<file path="src/rtl/ipv4_if.sv">
// IPv4 header decoder bus: byte stream in, decoded header fields and payload stream out.
interface ipv4_if;
   logic        valid;
   logic [7:0]  din;
   logic [31:0] src_ip;
   logic [31:0] dst_ip;
   logic [7:0]  protocol;
   logic [15:0] total_length;
   logic        hdr_done;
   logic        err;
   logic [7:0]  dout;
   logic        dout_valid;

   // Byte source / result consumer side
   modport master (
      output valid, din,
      input  src_ip, dst_ip, protocol, total_length, hdr_done, err, dout, dout_valid
   );

   // Decoder side
   modport slave (
      input  valid, din,
      output src_ip, dst_ip, protocol, total_length, hdr_done, err, dout, dout_valid
   );
endinterface

</file>
<file path="src/rtl/ipv4_decode.sv">
// IPv4 header parser: validates the header (version, IHL, checksum, length,
// destination) and forwards exactly total_length - IHL*4 payload bytes.
module ipv4_decode #(
   parameter logic [31:0] LOCAL_IP   = 32'hC0A8_0164,
   parameter bit          CHECK_DEST = 1'b1
) (
   input  logic   clk,
   input  logic   rst,
   ipv4_if.slave  bus
);

   localparam int unsigned BYTE_W = 8;
   localparam int unsigned IDX_W  = 8;
   localparam int unsigned CNT_W  = 16;
   localparam int unsigned WORD_W = 16;
   localparam int unsigned ADDR_W = 32;

   typedef enum logic [1:0] {
      IDLE,
      HEADER,
      PAYLOAD,
      DROP
   } state_t;

   state_t              state,      state_n;
   logic [IDX_W-1:0]    idx,        idx_n;
   logic [CNT_W-1:0]    pay_cnt,    pay_cnt_n;
   logic [WORD_W-1:0]   csum,       csum_n;
   logic [BYTE_W-1:0]   hi_byte,    hi_byte_n;
   logic [3:0]          ihl,        ihl_n;
   // Set by reset so a packet cut by reset is ignored until valid drops
   logic                skip,       skip_n;
   logic [ADDR_W-1:0]   src_ip_q,   src_ip_n;
   logic [ADDR_W-1:0]   dst_ip_q,   dst_ip_n;
   logic [BYTE_W-1:0]   proto_q,    proto_n;
   logic [CNT_W-1:0]    tlen_q,     tlen_n;
   logic                hdr_done_q, hdr_done_n;
   logic                err_q,      err_n;
   logic [BYTE_W-1:0]   dout_q,     dout_n;
   logic                dout_vld_q, dout_vld_n;

   logic [WORD_W-1:0]   word_c;
   logic [WORD_W:0]     sum17_c;
   logic [WORD_W-1:0]   csum_add_c;
   logic [IDX_W-1:0]    hlen_c;
   logic                last_hdr_c;
   logic [ADDR_W-1:0]   dst_now_c;
   logic                dst_ok_c;
   logic                hdr_ok_c;

   // Header arithmetic: end-around-carry checksum step and final header checks
   always_comb begin
      word_c     = {hi_byte, bus.din};
      sum17_c    = {1'b0, csum} + {1'b0, word_c};
      csum_add_c = sum17_c[WORD_W-1:0] + WORD_W'(sum17_c[WORD_W]);
      hlen_c     = {2'b00, ihl, 2'b00};
      last_hdr_c = (idx == IDX_W'(hlen_c - IDX_W'(1)));
      dst_now_c  = (idx == IDX_W'(19)) ? {dst_ip_q[ADDR_W-1:BYTE_W], bus.din} : dst_ip_q;
      dst_ok_c   = (CHECK_DEST == 1'b0) || (dst_now_c == LOCAL_IP) ||
                   (dst_now_c == 32'hFFFF_FFFF);
      hdr_ok_c   = (csum_add_c == 16'hFFFF) && (tlen_q >= CNT_W'(hlen_c)) && dst_ok_c;
   end

   // Next-state and registered-output logic
   always_comb begin
      state_n    = state;
      idx_n      = idx;
      pay_cnt_n  = pay_cnt;
      csum_n     = csum;
      hi_byte_n  = hi_byte;
      ihl_n      = ihl;
      skip_n     = skip;
      src_ip_n   = src_ip_q;
      dst_ip_n   = dst_ip_q;
      proto_n    = proto_q;
      tlen_n     = tlen_q;
      dout_n     = dout_q;
      err_n      = err_q;
      hdr_done_n = 1'b0;
      dout_vld_n = 1'b0;

      if (!bus.valid) begin
         state_n = IDLE;
         idx_n   = '0;
         err_n   = 1'b0;
         skip_n  = 1'b0;
      end else begin
         unique case (state)
            IDLE: begin
               if (!skip) begin
                  idx_n     = IDX_W'(1);
                  ihl_n     = bus.din[3:0];
                  hi_byte_n = bus.din;
                  csum_n    = '0;
                  err_n     = 1'b0;
                  if ((bus.din[7:4] != 4'd4) || (bus.din[3:0] < 4'd5)) begin
                     state_n = DROP;
                     err_n   = 1'b1;
                  end else begin
                     state_n = HEADER;
                  end
               end
            end

            HEADER: begin
               idx_n = idx + IDX_W'(1);
               unique case (idx)
                  IDX_W'(2):  tlen_n[15:8]    = bus.din;
                  IDX_W'(3):  tlen_n[7:0]     = bus.din;
                  IDX_W'(9):  proto_n         = bus.din;
                  IDX_W'(12): src_ip_n[31:24] = bus.din;
                  IDX_W'(13): src_ip_n[23:16] = bus.din;
                  IDX_W'(14): src_ip_n[15:8]  = bus.din;
                  IDX_W'(15): src_ip_n[7:0]   = bus.din;
                  IDX_W'(16): dst_ip_n[31:24] = bus.din;
                  IDX_W'(17): dst_ip_n[23:16] = bus.din;
                  IDX_W'(18): dst_ip_n[15:8]  = bus.din;
                  IDX_W'(19): dst_ip_n[7:0]   = bus.din;
                  default: ;
               endcase
               if (idx[0]) begin
                  csum_n = csum_add_c;
               end else begin
                  hi_byte_n = bus.din;
               end
               if (last_hdr_c) begin
                  if (hdr_ok_c) begin
                     state_n    = PAYLOAD;
                     hdr_done_n = 1'b1;
                     pay_cnt_n  = CNT_W'(tlen_q - CNT_W'(hlen_c));
                  end else begin
                     state_n = DROP;
                     err_n   = 1'b1;
                  end
               end
            end

            PAYLOAD: begin
               if (pay_cnt != '0) begin
                  dout_n     = bus.din;
                  dout_vld_n = 1'b1;
                  pay_cnt_n  = pay_cnt - CNT_W'(1);
               end else begin
                  state_n = DROP;
               end
            end

            DROP: ;

            default: state_n = IDLE;
         endcase
      end
   end

   // State and output registers
   always_ff @(posedge clk) begin
      if (rst) begin
         state      <= IDLE;
         idx        <= '0;
         pay_cnt    <= '0;
         csum       <= '0;
         hi_byte    <= '0;
         ihl        <= '0;
         skip       <= 1'b1;
         src_ip_q   <= '0;
         dst_ip_q   <= '0;
         proto_q    <= '0;
         tlen_q     <= '0;
         hdr_done_q <= 1'b0;
         err_q      <= 1'b0;
         dout_q     <= '0;
         dout_vld_q <= 1'b0;
      end else begin
         state      <= state_n;
         idx        <= idx_n;
         pay_cnt    <= pay_cnt_n;
         csum       <= csum_n;
         hi_byte    <= hi_byte_n;
         ihl        <= ihl_n;
         skip       <= skip_n;
         src_ip_q   <= src_ip_n;
         dst_ip_q   <= dst_ip_n;
         proto_q    <= proto_n;
         tlen_q     <= tlen_n;
         hdr_done_q <= hdr_done_n;
         err_q      <= err_n;
         dout_q     <= dout_n;
         dout_vld_q <= dout_vld_n;
      end
   end

   assign bus.src_ip       = src_ip_q;
   assign bus.dst_ip       = dst_ip_q;
   assign bus.protocol     = proto_q;
   assign bus.total_length = tlen_q;
   assign bus.hdr_done     = hdr_done_q;
   assign bus.err          = err_q;
   assign bus.dout         = dout_q;
   assign bus.dout_valid   = dout_vld_q;

endmodule

</file>
<file path="src/flat_wrapper.sv">
// flat-port wrapper written by rule: the top's interface ports become plain ports
module ipv4_decode_flat 
#(
   parameter logic [31:0] LOCAL_IP   = 32'hC0A8_0164,
   parameter bit          CHECK_DEST = 1'b1
)
  (clk, rst, bus_valid, bus_din, bus_src_ip, bus_dst_ip, bus_protocol, bus_total_length, bus_hdr_done, bus_err, bus_dout, bus_dout_valid);
  ipv4_if bus_i ();
  input  logic clk;
  input  logic rst;
  input wire logic [$bits(bus_i.valid)-1:0] bus_valid;
  input wire logic [$bits(bus_i.din)-1:0] bus_din;
  output wire logic [$bits(bus_i.src_ip)-1:0] bus_src_ip;
  output wire logic [$bits(bus_i.dst_ip)-1:0] bus_dst_ip;
  output wire logic [$bits(bus_i.protocol)-1:0] bus_protocol;
  output wire logic [$bits(bus_i.total_length)-1:0] bus_total_length;
  output wire logic [$bits(bus_i.hdr_done)-1:0] bus_hdr_done;
  output wire logic [$bits(bus_i.err)-1:0] bus_err;
  output wire logic [$bits(bus_i.dout)-1:0] bus_dout;
  output wire logic [$bits(bus_i.dout_valid)-1:0] bus_dout_valid;
  assign bus_i.valid = bus_valid;
  assign bus_i.din = bus_din;
  assign bus_src_ip = bus_i.src_ip;
  assign bus_dst_ip = bus_i.dst_ip;
  assign bus_protocol = bus_i.protocol;
  assign bus_total_length = bus_i.total_length;
  assign bus_hdr_done = bus_i.hdr_done;
  assign bus_err = bus_i.err;
  assign bus_dout = bus_i.dout;
  assign bus_dout_valid = bus_i.dout_valid;
  ipv4_decode #(.LOCAL_IP(LOCAL_IP), .CHECK_DEST(CHECK_DEST)) u_core (.clk(clk), .rst(rst), .bus(bus_i));
endmodule
</file>
<file path="config.mk">
export PLATFORM = sky130hd
export DESIGN_NAME = ipv4_decode_flat
export DESIGN_NICKNAME = d
export VERILOG_FILES = /design/src/rtl/ipv4_if.sv /design/src/rtl/ipv4_decode.sv /design/src/flat_wrapper.sv
export SDC_FILE = /design/constraint.sdc
export NUM_CORES = 1
export LEC_CHECK = 0
export BUFFER_PORTS_ARGS = -buffer_cell sky130_fd_sc_hd__buf_2
export CAP_MARGIN = 40
export CELL_PAD_IN_SITES_DETAIL_PLACEMENT = 1
export CELL_PAD_IN_SITES_GLOBAL_PLACEMENT = 1
export CORE_ASPECT_RATIO = 0.6
export CORE_MARGIN = 5
export CORE_UTILIZATION = 44
export CTS_CLUSTER_SIZE = 10
export DETAILED_ROUTE_END_ITERATION = 16
export PLACE_DENSITY = 0.78
export SLEW_MARGIN = 5
export SYNTH_ARGS = -nofsm -noshare
export SYNTH_HDL_FRONTEND = slang
export SYNTH_SLANG_ARGS = --single-unit
export TNS_END_PERCENT = 10
</file>
<file path="constraint.sdc">
create_clock -name clk -period 6.9 [get_ports clk]
set_clock_uncertainty 0.2 [all_clocks]
set_input_delay 0.69 -clock clk [delete_from_list [all_inputs] [get_ports clk]]
set_output_delay 0.69 -clock clk [all_outputs]
set_load 0.03 [all_outputs]
</file>
==> results of run 1 <==
power by group:
group,switching [mW],internal (mW)
clock,0.369,0.554
sequential,0.00752,0.896
combinational,0.130,0.0604
metal layers:
| layer | global-route usage | routed length (microns) | up-vias |
|---|---|---|---|
| met3 | 0.0676 | 2120 | 24 |
| met2 | 0.379 | 11500 | 283 |
| met1 | 0.383 | 14100 | 3853 |
| li1 | - | - | 3701 |
| met4 | 0.0474 | 334 | 0 |
| met5 | 0 | 0 | - |
synthesized netlist by cell type, drive strengths merged (6+ instances only):
cell      n  area share
nor2    177       0.079
dfxtp   154        0.37
mux2i    94        0.11
nand2    57       0.026
a21oi    50       0.031
clkbuf   44       0.020
o21ai    36       0.022
nand3    33       0.020
ha       32       0.048
inv      23       0.010
nor3     22       0.014
xnor2    22       0.023
nand2b   21       0.016
nand4    18       0.013
xor2     18       0.019
a22oi    14       0.013
nor4     14       0.013
nor2b    12      0.0099
buf      11      0.0085
nand3b   10      0.0090
o21a     10      0.0090
and3      9      0.0067
or3       9      0.0073
and2      8      0.0060
o211ai    8      0.0072
or2       7      0.0052
or4       7      0.0063
a211oi    6      0.0054
cells by family after synthesis:
family | share of synthesized area
compound gates | 0.138
simple gates | 0.248
xor+xnor | 0.0418
fa+ha+maj | 0.0526
buf+inv | 0.0387
mux | 0.114
flops | 0.368
critical path, delay by kind of cell:
family                     cells  cell delay [ns]
and+or+nand+nor               11             2.10
AOI/OAI and AO/OA              8             1.93
adders and majority gates      4             1.02
buffers and inverters          3             0.45
worst paths after layout:
kind | from | slack, ns | endpoint
worst max register to register | u_core.csum[0] | 0.93 | u_core.pay_cnt[0]
worst min-delay path | u_core.bus.protocol[2] | 0.26 | u_core.bus.protocol[2]
worst min register to register | u_core.bus.protocol[2] | 0.26 | u_core.bus.protocol[2]
worst max-delay path | bus_din[0] | 0.85 | u_core.pay_cnt[0]
layout make-up:
cell class              count  area [sq um]  share of cell area
clock buffers              22           474              0.0490
clock inverters             7          93.8             0.00969
inverters                  23          86.3             0.00891
multi-input cells         761          4970               0.513
flip-flops and latches    154          3080               0.318
well taps                 246           308              0.0318
repair buffers            124           668              0.0690
metrics by stage:
stage / util / cells
after global placement: 0.481 / 1304
after global routing: 0.513 / 1337
after CTS: 0.513 / 1337
after floorplan: - / 993
final: 0.513 / 1337
after detailed placement: 0.483 / 1308
registers in the layout, summed over array words and instances, names as in the netlist:
name,cells
u_core.bus.src_ip,32
u_core.bus.protocol,8
u_core.csum,16
u_core.skip,1
u_core.bus.total_length,16
u_core.bus.dst_ip,32
u_core.bus.dout_valid,1
u_core.hi_byte,8
u_core.ihl,4
u_core.idx,8
u_core.bus.err,1
u_core.pay_cnt,16
u_core.bus.dout,8
u_core.state,2
u_core.bus.hdr_done,1
==> flow_summary.json, run 1 <==
{
  "status": "finished, final reports clean",
  "maxSlewViolCount": 0,
  "powerDensity_nw_per_um2": 208,
  "maxSlewHeadroom": 0.433,
  "path_common_cell": "ha_1",
  "ys.flop_type": "dfxtp_1",
  "reg2reg_depth": 25,
  "fin_hold_ws_ns": 0.255,
  "insertion_delay_ns": 0.43,
  "start_util": 0.444,
  "drive_gt1_frac": 0.156,
  "grt_pass1_vias": 7819,
  "final_common_cell": "nor2_1",
  "post_cts_resized": 0,
  "clkTransAtPathRegs_ns": 0.06,
  "p_leak_nw": 4.30,
  "nets": 1126,
  "syn_inst": 993,
  "drt-wirelength-per-cell_microns": 21.0,
  "vias": 7861,
  "mappedNetlistArea_sq_um": 8380,
  "fin_ws_ns": 0.851,
  "drv_cap": 0,
  "port_buffers": 109,
  "hold_buffers": 0,
  "h-tree-depth": 4,
  "drtIter0Drc": 614,
  "layout_common_cells": "nor2_1 (177), dfxtp_1 (154), buf_2 (108), mux2i_1 (94), nand2_1 (57)",
  "place_area_sq_um": 9120,
  "syn-num-nets": 1038,
  "first_pass_iters": 5,
  "synth-async-reset-ratio": 0,
  "cts_sinks": 154,
  "cp_max_fo": 17,
  "grt_overflow": 0,
  "synth_cell_type_count": 70,
  "tightest_slew_ns": 0.851,
  "hold_viol": 0,
  "hold_path_class": "reg -> reg",
  "core_area_sq_um": 18900,
  "fin_setup_tns_ns": 0,
  "drc": 0,
  "critPathLaunchType": "input port",
  "period_needed_ns": 6.05,
  "vias_per_cell": 5.88,
  "rows": 39,
  "worstPathArrival_ns": 6.20,
  "syn_to_final_growth_pct": 15.6,
  "finalSetupViolCount": 0,
  "gp_congestion": 0.918,
  "synth-seq-area-share": 0.368,
  "postCtsSetupRepairBufs": 0,
  "cts-root-buf": "clkbuf_16",
  "cts_buffer_depth": 2,
  "yosysWarnings": 0,
  "antenna_left": 0,
  "grt_antenna_before_repair": 0,
  "grt_pass1_wl_microns": 44600,
  "drt-total-wl_microns": 28100,
  "synth_edf_count": 0,
  "syn_area_per_cell_sq_um": 8.44,
  "postLayoutCellArea_sq_um": 9690,
  "die_h_microns": 117,
  "ios": 110,
  "total_power_mw": 2.02,
  "end_kind": "register",
  "fmax_ghz": 0.165,
  "synth_seq_cells": 154,
  "critical_path.slowest_cell": "o21a_1",
  "hold_depth": 2,
  "track_usage": 0.257,
  "die_w_microns": 188,
  "die-area_sq_um": 22000,
  "worst-setup-path-type": "in -> reg",
  "grt_max_degree": 81,
  "grt_setup_unrepaired": "no",
  "numCtsBuffers": 17,
  "fin_crit_sh": 0.877,
  "peakVddDrop_mv": 0.163,
  "dpl.hpwl_microns": 20400,
  "pre_cts_ws_ns": 0.447,
  "n_antenna_cell": 0,
  "critical_path_required_ns": 7.06,
  "max_stage_delay_ns": 0.46,
  "cts_tree": "done",
  "nFillCells": 2305
}
No activity file was read; power rests on OpenSTA's default activity.
==> run 2, diff against run 1 <==
--- a/config.mk
+++ b/config.mk
@@ -7,14 +7,14 @@
 export LEC_CHECK = 0
 export BUFFER_PORTS_ARGS = -buffer_cell sky130_fd_sc_hd__buf_2
 export CAP_MARGIN = 40
-export CELL_PAD_IN_SITES_DETAIL_PLACEMENT = 1
-export CELL_PAD_IN_SITES_GLOBAL_PLACEMENT = 1
+export CELL_PAD_IN_SITES_DETAIL_PLACEMENT = 0
+export CELL_PAD_IN_SITES_GLOBAL_PLACEMENT = 2
 export CORE_ASPECT_RATIO = 0.6
 export CORE_MARGIN = 5
-export CORE_UTILIZATION = 44
+export CORE_UTILIZATION = 35
 export CTS_CLUSTER_SIZE = 10
 export DETAILED_ROUTE_END_ITERATION = 16
-export PLACE_DENSITY = 0.78
+export PLACE_DENSITY = 0.77
 export SLEW_MARGIN = 5
 export SYNTH_ARGS = -nofsm -noshare
 export SYNTH_HDL_FRONTEND = slang
==> run 2 against run 1 <==
Net effect:
- sequential power about the same
- clock power fell by 2%
- global-route usage shrank 5.5 points
- core utilization is 9.3 points lower
- final cell count up 5.5%
- sequential share of layout area down 0.39 points
- die area rose by 24%
==> flow_summary.json, run 2 (same netlist as run 1, synthesis figures left out) <==
{
  "maxSlewViolCount": 0,
  "period_needed_ns": 5.99,
  "maxSlewHeadroom": 0.480,
  "worstPathArrival_ns": 6.14,
  "vias": 7484,
  "insertion_delay_ns": 0.43,
  "reg2reg_from": "u_core.csum[0]",
  "path_delay_family": "compound AO/OA/AOI/OAI gates",
  "fin_hold_ws_ns": 0.248,
  "place_area_sq_um": 9250,
  "antenna_left": 0,
  "fin_setup_tns_ns": 0,
  "gr-max-usage-layer": "met1",
  "powerDensity_nw_per_um2": 204,
  "postCtsSetupRepairBufs": 0,
  "met2_usage": 0.269,
  "fmax_ghz": 0.167,
  "postLayoutCellArea_sq_um": 9800,
  "cp_max_fo": 20,
  "worst-setup-path-type": "in -> reg",
  "layout_common_cells": "nor2_1 (177), dfxtp_1 (154), buf_2 (108), mux2i_1 (94), nand2_1 (57)",
  "end_kind": "register",
  "h-tree-depth": 4,
  "drv_cap": 0,
  "hold_viol": 0,
  "die_h_microns": 130,
  "hold_buffers": 0,
  "max_stage_delay_ns": 0.41,
  "regToRegEndpoint": "u_core.pay_cnt[14]",
  "peakVddDrop_mv": 0.162,
  "crit_buf_inv": 3,
  "critPathLaunchType": "input port",
  "n_antenna_cell": 0,
  "grt_pass1_wl_microns": 42900,
  "drt-total-wl_microns": 27700,
  "gp_congestion": 0.868,
  "met3_usage": 0.0493,
  "clkTransAtPathRegs_ns": 0.06,
  "start_util": 0.359,
  "core_area_sq_um": 23300,
  "finalSetupViolCount": 0,
  "vias_per_cell": 5.31,
  "port_buffers": 109,
  "grt_setup_unrepaired": "no",
  "grt_max_degree": 80,
  "path_common_cell": "ha_1",
  "hp-start": "u_core.bus.protocol[2]",
  "hold_depth": 2,
  "ios": 110,
  "final_common_cell": "nor2_1",
  "die_w_microns": 210,
  "hold_path_class": "reg -> reg",
  "regArea_sq_um": 3080,
  "critical_path_required_ns": 7.05,
  "grt_pass1_vias": 7045,
  "drt-wirelength-per-cell_microns": 19.7,
  "numCtsBuffers": 17,
  "cts_sinks": 154,
  "grtUsageMet1": 0.325,
  "multiInputGateArea_sq_um": 4970,
  "nets": 1129,
  "cts-root-buf": "clkbuf_16",
  "total_power_mw": 2.00,
  "syn_to_final_growth_pct": 17.0,
  "drc": 0,
  "rows": 43,
  "nFillCells": 2404,
  "tightest_slew_ns": 0.773,
  "grt_antenna_before_repair": 0,
  "reg2reg_depth": 25,
  "post_cts_resized": 0,
  "drtIter0Drc": 612,
  "p_leak_nw": 4.30,
  "dpl.hpwl_microns": 20100,
  "first_pass_iters": 6,
  "cts_buffer_depth": 2,
  "track_usage": 0.202,
  "fin_ws_ns": 0.911,
  "hold_end": "u_core.bus.protocol[2]",
  "cp.depth": 26,
  "critical_path.slowest_cell": "o21a_1",
  "cts_tree": "done",
  "status": "finished, final reports clean",
  "pre_cts_ws_ns": 0.580,
  "fin_crit_sh": 0.868,
  "reg2reg_slack_ns": 1.00,
  "drive_gt1_frac": 0.160,
  "grt_overflow": 0,
  "die-area_sq_um": 27200
}
==> run 2: changes by cell type in the layout (fill, tap and decap cells not counted), sizes merged <==
cell / previous run / this run
bufinv: 2 / 1
clkbuf: 22 / 20
inv: 23 / 24
buf: 124 / 127
clkinvlp: 2 / 7
clkinv: 3 / 1
==> run 2: layout make-up <==
cell class                 count  share of cell area
sequential                   154               0.314
multi-input combinational    761               0.507
tap                          315              0.0402
clock inverter                10             0.00983
clock buffer                  20              0.0466
timing repair buffer         127              0.0730
inverter                      23             0.00881
==> run 2: worst max path at each step <==
stage                     slack (ns)                  to       start
after floorplan                 1.53  u_core.pay_cnt[14]  bus_din[1]
after global routing            0.49   u_core.pay_cnt[1]  bus_din[1]
after global placement          0.69   u_core.pay_cnt[2]  bus_din[1]
final                           0.91  u_core.pay_cnt[14]  bus_din[0]
after CTS                       0.96  u_core.pay_cnt[14]  bus_din[1]
after detailed placement        0.58   u_core.pay_cnt[2]  bus_din[1]
==> run 2: stage by stage <==
| stage | utilization | instances |
|---|---|---|
| after global routing | 0.420 | 1410 |
| after global placement | 0.394 | 1376 |
| after detailed placement | 0.396 | 1380 |
| final | 0.420 | 1410 |
| after floorplan | - | 993 |
| after CTS | 0.420 | 1410 |
==> run 2: worst min-delay path, delay by kind of cell, from the launching register on <==
kind,cells,cell delay [ns]
flops,1,0.31
simple gates,1,0.05
compound gates,1,0.05
==> run 2: layer usage <==
metal | vias up | part of all wire
li1 | 3700 | -
met1 | 3562 | 0.55
met2 | 207 | 0.37
met3 | 15 | 0.063
met4 | 0 | 0.0092
met5 | - | 0
==> run 2: power by group <==
group	leakage [nW]	internal, mW	switching [mW]	total, mW
Clock	0.249	0.512	0.392	0.903
Combinational	2.81	0.0626	0.131	0.193
Sequential	1.24	0.896	0.00709	0.903
